`config.mk`:
```
export PLATFORM = sky130hd
export DESIGN_NAME = game_timer
export DESIGN_NICKNAME = d
export VERILOG_FILES = /design/src/rtl/game_timer_pkg.sv /design/src/rtl/game_timer_interval_cnt.sv /design/src/rtl/game_timer.sv
export SDC_FILE = /design/constraint.sdc
export NUM_CORES = 1
export LEC_CHECK = 0
export ABC_CLOCK_PERIOD_IN_PS = 3550
export CORE_MARGIN = 10
export CORE_UTILIZATION = 56
export DETAILED_ROUTE_END_ITERATION = 8
export DONT_BUFFER_PORTS = 1
export PLACE_DENSITY = 0.83
export SLEW_MARGIN = 30
export SYNTH_ARGS = -nofsm -noshare
export SYNTH_HDL_FRONTEND = slang
export SYNTH_HIERARCHICAL = 1
export SYNTH_SLANG_ARGS = --single-unit
```
`constraint.sdc`:
```
create_clock -name i_Clk -period 3.55 [get_ports i_Clk]
set_clock_uncertainty 0.1 [all_clocks]
set_input_delay 0.71 -clock i_Clk [delete_from_list [all_inputs] [get_ports i_Clk]]
set_output_delay 0.71 -clock i_Clk [all_outputs]
set_load 0.05 [all_outputs]
```
`src/rtl/game_timer_pkg.sv`:
```
// Shared definitions for the bomb-game timer: game-state codes driven by the
// game-control FSM and the timer's own FSM state encoding.
package game_timer_pkg;

  // Game-state codes on i_State; also used by the game-control FSM.
  typedef enum logic [2:0] {
    GS_IDLE  = 3'b000,
    GS_START = 3'b001,
    GS_CLEAR = 3'b010,
    GS_FAIL  = 3'b011
  } game_state_e;

  // Timer FSM states.
  typedef enum logic [2:0] {
    S_IDLE    = 3'd0,
    S_RUN     = 3'd1,
    S_PAUSE   = 3'd2,
    S_EXPIRED = 3'd3,
    S_HOLD    = 3'd4
  } tmr_state_e;

  // True when the game is actively being played.
  function automatic logic gs_is_start(input logic [2:0] s);
    return s == GS_START;
  endfunction

  // True when the game has ended (cleared or failed); display must freeze.
  function automatic logic gs_is_end(input logic [2:0] s);
    return (s == GS_CLEAR) || (s == GS_FAIL);
  endfunction

endpackage

```
`src/rtl/game_timer_interval_cnt.sv`:
```
// Modulo-P_INTERVAL elapsed-second counter. Flags the tick that completes an
// interval so the top never has to divide the elapsed count.
module game_timer_interval_cnt #(
  parameter int P_CNT_W    = 6,
  parameter int P_INTERVAL = 10
) (
  input  logic i_Clk,
  input  logic i_Rst,
  input  logic i_Clr,
  input  logic i_Adv,
  output logic o_Wrap
);

  localparam logic [P_CNT_W-1:0] LAST_V = P_CNT_W'(P_INTERVAL - 1);

  logic [P_CNT_W-1:0] cnt_q;
  logic [P_CNT_W-1:0] cnt_d;

  // The advancing tick lands on a multiple of the interval.
  assign o_Wrap = i_Adv && (cnt_q == LAST_V);

  // Next count: clear on reload, otherwise advance and wrap to zero.
  always_comb begin
    cnt_d = cnt_q;
    if (i_Clr) begin
      cnt_d = '0;
    end else if (i_Adv) begin
      cnt_d = (cnt_q == LAST_V) ? '0 : cnt_q + 1'b1;
    end
  end

  // Counter register with synchronous active-low reset.
  always_ff @(posedge i_Clk) begin
    if (!i_Rst) begin
      cnt_q <= '0;
    end else begin
      cnt_q <= cnt_d;
    end
  end

endmodule

```
`src/rtl/game_timer.sv`:
```
// Countdown timer for the bomb game. Counts seconds down from P_LIMIT while the
// game runs, applies penalties, supports pause, and emits registered interval,
// expiry and warning indications for the game FSM and display.
module game_timer
  import game_timer_pkg::*;
#(
  parameter int P_CNT_W    = 6,
  parameter int P_LIMIT    = 30,
  parameter int P_INTERVAL = 10,
  parameter int P_PENALTY  = 3,
  parameter int P_WARN     = 5
) (
  input  logic               i_Clk,
  input  logic               i_Rst,
  input  logic [2:0]         i_State,
  input  logic               i_Sec1Tick,
  input  logic               i_Penalty,
  input  logic               i_Pause,
  output logic [P_CNT_W-1:0] o_Remain,
  output logic               o_IntervalTick,
  output logic               o_ExpireTick,
  output logic               o_Warn,
  output logic               o_Running
);

  localparam logic [P_CNT_W-1:0] LIMIT_V = P_CNT_W'(P_LIMIT);
  localparam logic [P_CNT_W-1:0] WARN_V  = P_CNT_W'(P_WARN);
  localparam logic [P_CNT_W:0]   PEN_V   = (P_CNT_W + 1)'(P_PENALTY);
  localparam logic [P_CNT_W:0]   ONE_V   = (P_CNT_W + 1)'(1);

  // Subtract with a floor at zero; b is one bit wider so 1+P_PENALTY fits.
  function automatic logic [P_CNT_W-1:0] sat_sub(input logic [P_CNT_W-1:0] a,
                                                 input logic [P_CNT_W:0]   b);
    logic [P_CNT_W:0] diff;
    diff = {1'b0, a} - b;
    if (b >= {1'b0, a}) return '0;
    return diff[P_CNT_W-1:0];
  endfunction

  tmr_state_e         state_q, state_d;
  logic [P_CNT_W-1:0] remain_q, remain_d;
  logic               itick_q, itick_d;
  logic               etick_q, etick_d;
  logic               warn_q, warn_d;
  logic               run_q, run_d;

  logic               go_start, go_end, go_idle;
  logic               tick_ev, pen_ev, wrap;
  logic [P_CNT_W:0]   dec_amt;
  logic [P_CNT_W-1:0] remain_sub;

  // Decode the game state; unknown codes behave as idle.
  assign go_start = gs_is_start(i_State);
  assign go_end   = gs_is_end(i_State);
  assign go_idle  = !go_start && !go_end;

  // Events only count while running and the game state stays at game_start,
  // so a simultaneous state change drops the event.
  assign tick_ev    = (state_q == S_RUN) && go_start && i_Sec1Tick;
  assign pen_ev     = (state_q == S_RUN) && go_start && i_Penalty;
  assign dec_amt    = (tick_ev ? ONE_V : '0) + (pen_ev ? PEN_V : '0);
  assign remain_sub = sat_sub(remain_q, dec_amt);

  game_timer_interval_cnt #(
    .P_CNT_W    (P_CNT_W),
    .P_INTERVAL (P_INTERVAL)
  ) interval_cnt (
    .i_Clk  (i_Clk),
    .i_Rst  (i_Rst),
    .i_Clr  (state_q == S_IDLE),
    .i_Adv  (tick_ev),
    .o_Wrap (wrap)
  );

  // Next-state and next-output logic of the timer FSM.
  always_comb begin
    state_d  = state_q;
    remain_d = remain_q;
    itick_d  = 1'b0;
    etick_d  = 1'b0;
    case (state_q)
      S_IDLE: begin
        remain_d = LIMIT_V;
        if (go_start) state_d = S_RUN;
      end
      S_RUN: begin
        if (go_idle) begin
          state_d  = S_IDLE;
          remain_d = LIMIT_V;
        end else if (go_end) begin
          state_d = S_HOLD;
        end else begin
          remain_d = remain_sub;
          itick_d  = wrap;
          if (remain_sub == '0) begin
            etick_d = 1'b1;
            state_d = S_EXPIRED;
          end else if (i_Pause) begin
            state_d = S_PAUSE;
          end
        end
      end
      S_PAUSE: begin
        if (go_idle) begin
          state_d  = S_IDLE;
          remain_d = LIMIT_V;
        end else if (go_end) begin
          state_d = S_HOLD;
        end else if (!i_Pause) begin
          state_d = S_RUN;
        end
      end
      S_EXPIRED: begin
        remain_d = '0;
        if (go_idle) begin
          state_d  = S_IDLE;
          remain_d = LIMIT_V;
        end else if (go_end) begin
          state_d = S_HOLD;
        end
      end
      S_HOLD: begin
        // A new game_start also passes through the reload in S_IDLE.
        if (go_idle || go_start) begin
          state_d  = S_IDLE;
          remain_d = LIMIT_V;
        end
      end
      default: begin
        state_d  = S_IDLE;
        remain_d = LIMIT_V;
      end
    endcase
    run_d  = (state_d == S_RUN);
    warn_d = ((state_d == S_RUN) || (state_d == S_PAUSE) || (state_d == S_EXPIRED))
             && (remain_d <= WARN_V);
  end

  // FSM state and registered outputs with synchronous active-low reset.
  always_ff @(posedge i_Clk) begin
    if (!i_Rst) begin
      state_q  <= S_IDLE;
      remain_q <= LIMIT_V;
      itick_q  <= 1'b0;
      etick_q  <= 1'b0;
      warn_q   <= 1'b0;
      run_q    <= 1'b0;
    end else begin
      state_q  <= state_d;
      remain_q <= remain_d;
      itick_q  <= itick_d;
      etick_q  <= etick_d;
      warn_q   <= warn_d;
      run_q    <= run_d;
    end
  end

  assign o_Remain       = remain_q;
  assign o_IntervalTick = itick_q;
  assign o_ExpireTick   = etick_q;
  assign o_Warn         = warn_q;
  assign o_Running      = run_q;

endmodule
```
==> out/qor.csv, run 1 <==
stage,metric,value,unit
status,outcome,"finished, final reports clean",
detailed_routing,ant_nets,0,
yosys,seq_area_frac_synth,29.43,%
detailed_routing,drt-initial-drc-count,92,
worst_setup_path,reg2reg_depth,14,
yosys,synth_warnings,6,
power_and_ir_drop,p_leak,0.0006155,uW
cts,post-cts-setup-buffer-count,0,
global_routing,grt_pass1_wl,5078,um
timing,min_period_over_period,96.37,%
floorplan,core_area,2212,sq um
timing,fin_hold_ws,0.3589,ns
hold_path,hp-start,i_Rst,
worst_setup_path,slowest_delay,0.55,ns
floorplan,die_area,4629,sq um
global_routing,grt_max_degree,12,
floorplan,die_h,68.04,um
placed_design,dpl.hpwl,2427,um
floorplan,ios,18,
placed_design,dp_slack,-0.2002,ns
detailed_routing,met1_length,1298,um
yosys,synthXorXnorAreaFrac,5.421,%
detailed_routing,vias_per_cell,5.926,
cts,insertion_delay,0.31,ns
yosys,synth_fp_nets,176,
cts,post_cts_resized,0,
cts,root_buffer,clkbuf_4,
cts,htreeDepth,1,
yosys,avgSynthCellArea,8.078,sq um
yosys,syn_inst,160,
timing,report.final.slew_viol_count,0,
global_routing,antenna_found_initial,0,
timing,slew_headroom,50.89,%
detailed_routing,met3_length,198,um
cts,cts_buffers,3,
worst_setup_path,critPathArrivalTime,3.54,ns
cts,cts_tree,built,
worst_setup_path,regToRegSetupSlack,0.26,ns
layout,antennaDiodeCount,0,
timing,max_freq,292.3,MHz
detailed_routing,drt_wl_total,3101,um
yosys,ys_types,47,
yosys,synthAdderAreaFrac,8.325,%
timing,tightest_slew,0.7356,ns
power_and_ir_drop,p_per_area,240.6,nW/um^2
worst_setup_path,cp_max_fo,6,
hold_path,worstHoldPathCells,1,
cts,cts_num_sinks,19,
timing,finalSetupViolCount,0,
detailed_routing,num_vias,1197,
worst_setup_path,r2r-start,state_q[1],
power_and_ir_drop,irDropWorstVdd,0.2749,mV
detailed_routing,drc,0,
job,cap_violations,0,
detailed_routing,wl_per_cell,15.35,um
placed_design,routabilityCongestion,0.8405,
hold_path,min_to,o_Remain[2],
timing,finalSetupTns,0,ns
worst_setup_path,crit_type,in2reg,
yosys,synth_mux_area_share,0.7744,%
global_routing,grt_pass1_vias,1119,
timing,layout_min_cycle_time,3.421,ns
yosys,synth_seq_cells,19,
detailed_routing,top_layer,met4,
yosys,ys.flop_type,dfxtp_1,
global_routing,gr-total-overflow,0,
global_routing,grt_use_total,14.28,%
layout,area_growth,12.20,%
worst_setup_path,reg2reg_to,state_q[1],
layout,stdcell_area,1450,sq um
detailed_routing,first_pass_iters,4,
worst_setup_path,start_kind,primary input,
yosys,synth-simple-area-share,28.85,%
floorplan,dieWidth,68.04,um
floorplan,start_util,58.43,%
detailed_routing,dr_wl_met2,1510,um
yosys,synth_edf_count,0,
layout,fin_nets,191,
timing,setup_ws,0.1287,ns
floorplan,rows,17,
yosys,synth-async-reset-ratio,0,%
placed_design,portBuffers,0,
layout,layout-drive-gt1-share,16.67,%
timing,hold_violations,0,
yosys,synth_top_family_by_area,simple AND/OR/NAND/NOR gates,
worst_setup_path,worst_ep_required_time,3.67,ns
cts,cts_hold_buf,0,
worst_setup_path,end_kind,register,
cts,clk_pin_slew_worst_paths,0.11,ns
placed_design,placed_area,1415,sq um
yosys,synth_compound_area_share,21.39,%
cts,cts.path.max_buffers,2,
yosys,synth_area,1292,sq um
hold_path,hold_class,in2reg,
worst_setup_path,path_cells,"or3b_1, nor2_4, nand2_1, ha_1, inv_1, ha_1, inv_1, fa_1, a21oi_1, o21ai_0, a32oi_2, and3_2, a21o_2",
worst_setup_path,slowest_stage,o21ai_0,
-- logic make-up (layout without fill, tap and decap cells) --
group,Yosys count,after routing
adders and majority gates,8,8
AOI/OAI and AO/OA,38,38
buffers and inverters,18,32
DFF,19,19
xor gates and xnor gates,8,8
and+or+nand+nor,68,68
muxes,1,1
-- routing by layer --
layer / GRT usage (%) / up-vias
met4: 8.291 / 0
met1: 16.42 / 558
met2: 23.14 / 31
met3: 4.078 / 9
met5: 0 / -
li1: - / 599
-- state kept, by name (all words and copies together), names as in the netlist --
| register | cells |
|---|---|
| o_Warn | 1 |
| interval_cnt/cnt_q | 6 |
| o_Running | 1 |
| o_IntervalTick | 1 |
| state_q | 3 |
| o_ExpireTick | 1 |
| o_Remain | 6 |
-- critical path, delay by kind of cell --
family / cells / cell delay (ns)
AOI/OAI and AO/OA: 4 / 1.11
adders and majority gates: 3 / 0.68
buffers and inverters: 2 / 0.11
and+or+nand+nor: 4 / 0.94
-- synthesized netlist by cell type (all sizes together) (2+ instances only) --
| cell type | count | share of area, % |
|---|---|---|
| or3b | 2 | 1.4 |
| ha | 7 | 6.8 |
| nor3 | 4 | 1.5 |
| xnor2 | 4 | 2.7 |
| nand2b | 2 | 0.97 |
| inv | 14 | 4.1 |
| a31oi | 2 | 0.97 |
| nor4b | 2 | 1.4 |
| buf | 4 | 1.7 |
| nand2 | 14 | 4.1 |
| xor2 | 4 | 2.7 |
| o21ai | 10 | 3.9 |
| nand4b | 2 | 2.5 |
| nand4 | 2 | 0.97 |
| nor2 | 19 | 5.7 |
| a211oi | 2 | 1.2 |
| a21oi | 10 | 4.2 |
| a21o | 2 | 1.3 |
| nor2b | 3 | 1.5 |
| a32oi | 2 | 1.4 |
| nand3b | 2 | 1.2 |
| dfxtp | 19 | 29 |
| and3 | 3 | 1.5 |
| nand3 | 8 | 3.1 |
-- power breakdown --
group | internal, uW | total, uW | switching [uW]
clock | 42.2 | 113 | 71.3
combinational | 7.37 | 18.0 | 10.7
sequential | 214 | 217 | 3.29
total | 264 | 349 | 85.2
-- worst max path at each step --
stage,startpoint,to,slack (ns),depth (start not counted)
global placement,i_State[1],state_q[1],-0.09,14
finish,i_State[1],state_q[1],0.13,13
floorplan,i_State[1],state_q[1],0.03,14
global route,i_State[1],o_Warn,-0.04,14
detailed placement,i_State[1],state_q[1],-0.20,14
CTS,i_State[1],state_q[1],0.13,14
-- layout by cell type, fill, tap and decap left out, types with 3 or more instances in the layout --
cell | Yosys | layout
a21oi_1 | 9 | 9
buf_4 | 1 | 14
clkbuf_4 | 0 | 3
dfxtp_1 | 19 | 19
ha_1 | 7 | 7
inv_1 | 14 | 14
nand2_1 | 14 | 14
nand3_1 | 8 | 8
nor2_1 | 18 | 18
nor2b_1 | 3 | 3
nor3_1 | 4 | 4
o21ai_0 | 10 | 10
xnor2_1 | 4 | 4
xor2_1 | 4 | 4
-- per-stage QoR --
| stage | power (uW) | instances | utilization [%] |
|---|---|---|---|
| 4_1_cts | 351.4 | 202 | 65.21 |
| 2_1_floorplan | 236.0 | 160 | - |
| 3_3_place_gp | 239.1 | 198 | 63.97 |
| 6_report | 348.8 | 202 | 65.55 |
| 5_1_grt | 364.6 | 202 | 65.55 |
| 3_5_place_dp | 239.7 | 198 | 63.97 |
-- final cells by class --
| cell class | count | area (sq um) |
|---|---|---|
| Timing Repair Buffer | 14 | 105.1 |
| Tap cell | 28 | 35.03 |
| Clock inverter | 1 | 5.005 |
| Sequential cell | 19 | 380.4 |
| Fill cell | 199 | 762.0 |
| Clock buffer | 3 | 22.52 |
| Multi-Input combinational cell | 123 | 849.6 |
| Inverter | 14 | 52.55 |
Note: power is estimated with default switching activity, not from simulation.
==> run 2, diff against run 1 <==
- ABC_CLOCK_PERIOD_IN_PS: 3550 -> not set
- CORE_UTILIZATION: 56 -> 51
- GPL_ROUTABILITY_DRIVEN: not set -> 0
- PLACE_DENSITY: 0.83 -> 0.78
==> run 2 against run 1 <==
Flip-flop and latch count unchanged. Worst hold slack better by 0.012 ns. Total power up 0.29%. Wire length up 2.4%.
==> out/qor.csv, run 2 (synthesis results as in run 1) <==
stage,metric,value,unit,change
status,outcome,"finished, final reports clean",,unchanged
floorplan,core_area,2455,sq um,was 2212 sq um
floorplan,rows,18,,was 17
cts,cts_num_sinks,19,,unchanged
cts,cts_tree,built,,unchanged
power_and_ir_drop,p_per_area,245.5,nW/um^2,was 240.6 nW/um^2
global_routing,grt_pass1_wl,5292,um,was 5078 um
worst_setup_path,crit_type,in2reg,,unchanged
global_routing,grt_max_degree,13,,was 12
worst_setup_path,crit_path_start,i_State[1],,unchanged
layout,area_growth,10.26,%,was 12.20%
global_routing,use_met3,4.237,%,was 4.078%
worst_setup_path,worst_ep_required_time,3.71,ns,was 3.67 ns
worst_setup_path,cp_max_fo,6,,unchanged
detailed_routing,ant_nets,0,,unchanged
power_and_ir_drop,irDropWorstVdd,0.2276,mV,was 0.2749 mV
cts,cts_buffers,3,,unchanged
timing,slew_headroom,52.06,%,was 50.89%
global_routing,gr-total-overflow,0,,unchanged
worst_setup_path,start_kind,primary input,,unchanged
layout,antennaDiodeCount,0,,unchanged
cts,cts.path.max_buffers,2,,unchanged
detailed_routing,drc,0,,unchanged
placed_design,portBuffers,0,,unchanged
global_routing,antenna_found_initial,0,,unchanged
timing,finalSetupViolCount,0,,unchanged
timing,setup_ws,0.1304,ns,was 0.1287 ns
timing,max_freq,292.4,MHz,was 292.3 MHz
global_routing,gr-usage-met2,19.96,%,was 23.14%
worst_setup_path,critPathArrivalTime,3.58,ns,was 3.54 ns
worst_setup_path,slowest_delay,0.45,ns,was 0.55 ns
cts,htreeDepth,1,,unchanged
placed_design,dpl.hpwl,2553,um,was 2427 um
floorplan,die_h,70.34,um,was 68.04 um
detailed_routing,vias_per_cell,5.876,,was 5.926
cts,insertion_delay,0.30,ns,was 0.31 ns
timing,hold_violations,0,,unchanged
floorplan,dieWidth,70.34,um,was 68.04 um
layout,stdcell_area,1425,sq um,was 1450 sq um
layout,layout-drive-gt1-share,14.62,%,was 16.67%
floorplan,ios,18,,unchanged
job,cap_violations,0,,unchanged
placed_design,dp_slack,-0.1730,ns,was -0.2002 ns
layout,post-route-util,58.05,%,was 65.55%
detailed_routing,first_pass_iters,4,,unchanged
timing,tightest_slew,0.7181,ns,was 0.7356 ns
cts,clk_pin_slew_worst_paths,0.11,ns,about the same
global_routing,grt_pass1_vias,1104,,"was 1,119"
layout,final_common_cell,dfxtp_1,,unchanged
detailed_routing,num_vias,1181,,"was 1,197"
worst_setup_path,path_cells,"or3b_1, nor2_4, and2_1, ha_1, inv_1, ha_1, inv_1, fa_1, xor2_1, nor3_1, o211ai_1, a32oi_1, and3_2, a21o_2",,"was or3b_1, nor2_4, nand2_1, ha_1, inv_1, ha_1, inv_1, fa_1, a21oi_1, o21ai_0, a32oi_2, and3_2, a21o_2"
timing,report.final.slew_viol_count,0,,unchanged
global_routing,met1_usage,14.42,%,was 16.42%
placed_design,post-place-cells,197,,was 198
timing,rsz0062_at_grt,true,,
timing,min_period_over_period,96.33,%,was 96.37%
layout,final_cells,201,,was 202
detailed_routing,wl_per_cell,15.79,um,was 15.35 um
floorplan,die_area,4948,sq um,was 4629 sq um
global_routing,grt_use_total,12.62,%,was 14.28%
placed_design,placed_area,1395,sq um,was 1415 sq um
floorplan,start_util,52.65,%,was 58.43%
global_routing,busiest_layer,met2,,unchanged
cts,root_buffer,clkbuf_4,,unchanged
layout,fin_nets,188,,was 191
detailed_routing,drt-initial-drc-count,100,,was 92
worst_setup_path,slowest_stage,or3b_1,,was o21ai_0
hold_path,hp-start,i_Rst,,unchanged
detailed_routing,drt_wl_total,3174,um,was 3101 um
layout,final_cell_mix,"19 x dfxtp_1, 18 x nor2_1, 14 x nand2_1, 14 x inv_1, 11 x buf_4",,"was 19 x dfxtp_1, 18 x nor2_1, 14 x nand2_1, 14 x inv_1, 14 x buf_4"
hold_path,hold_class,in2reg,,unchanged
power_and_ir_drop,p_leak,0.0005966,uW,was 0.0006155 uW
timing,layout_min_cycle_time,3.420,ns,was 3.421 ns
timing,fin_hold_ws,0.3713,ns,was 0.3589 ns
worst_setup_path,end_kind,register,,unchanged
worst_setup_path,r2r-start,state_q[1],,unchanged
## run 2: final cells by class
type                    instances  area [sq um]
clock inverters                 1         7.507
fillers                       242          1030
inverters                      14         52.55
flip-flops and latches         19         380.4
clock buffers                   3         22.52
well taps                      30         37.54
repair buffers                 11         82.58
multi-input cells             123         842.1
## run 2: what timing repair did
item,CTS,global route
setup buffers,0,0
setup endpoints to repair,0,2
hold buffers,0,0
resized for setup,0,0
## run 2: per-layer routing
metal,share of wire [%],wire (um)
met5,0,0
met4,1.6,52
met3,6.6,211
met2,50,1590
met1,42,1319
## run 2: worst paths after layout
path / end / slack, ns / depth (start not counted)
hold reg to reg: interval_cnt/cnt_q[1] / 0.45 / 2
setup / recovery: state_q[1] / 0.13 / 14
setup reg to reg: state_q[1] / 0.29 / 15
hold / removal: o_Remain[1] / 0.37 / 1
## run 2: power by group
group          internal (uW)  switching [uW]
clock                   42.9            71.1
sequential               214            3.26
combinational           7.34            11.1
## run 2: worst max-delay path: cells and delay by family
family | cells | cell delay [ns]
compound gates | 3 | 0.54
simple gates | 5 | 1.19
fa+ha+maj | 3 | 0.79
xor+xnor | 1 | 0.21
buf+inv | 2 | 0.11
## run 2: per-stage QoR
step	power (uW)	TNS, ns
after floorplan	236.0	0
after global placement	239.3	-0.1367
after detailed placement	240.3	-0.4139
after CTS	352.8	0
after global routing	364.6	-0.09692
final	349.8	0
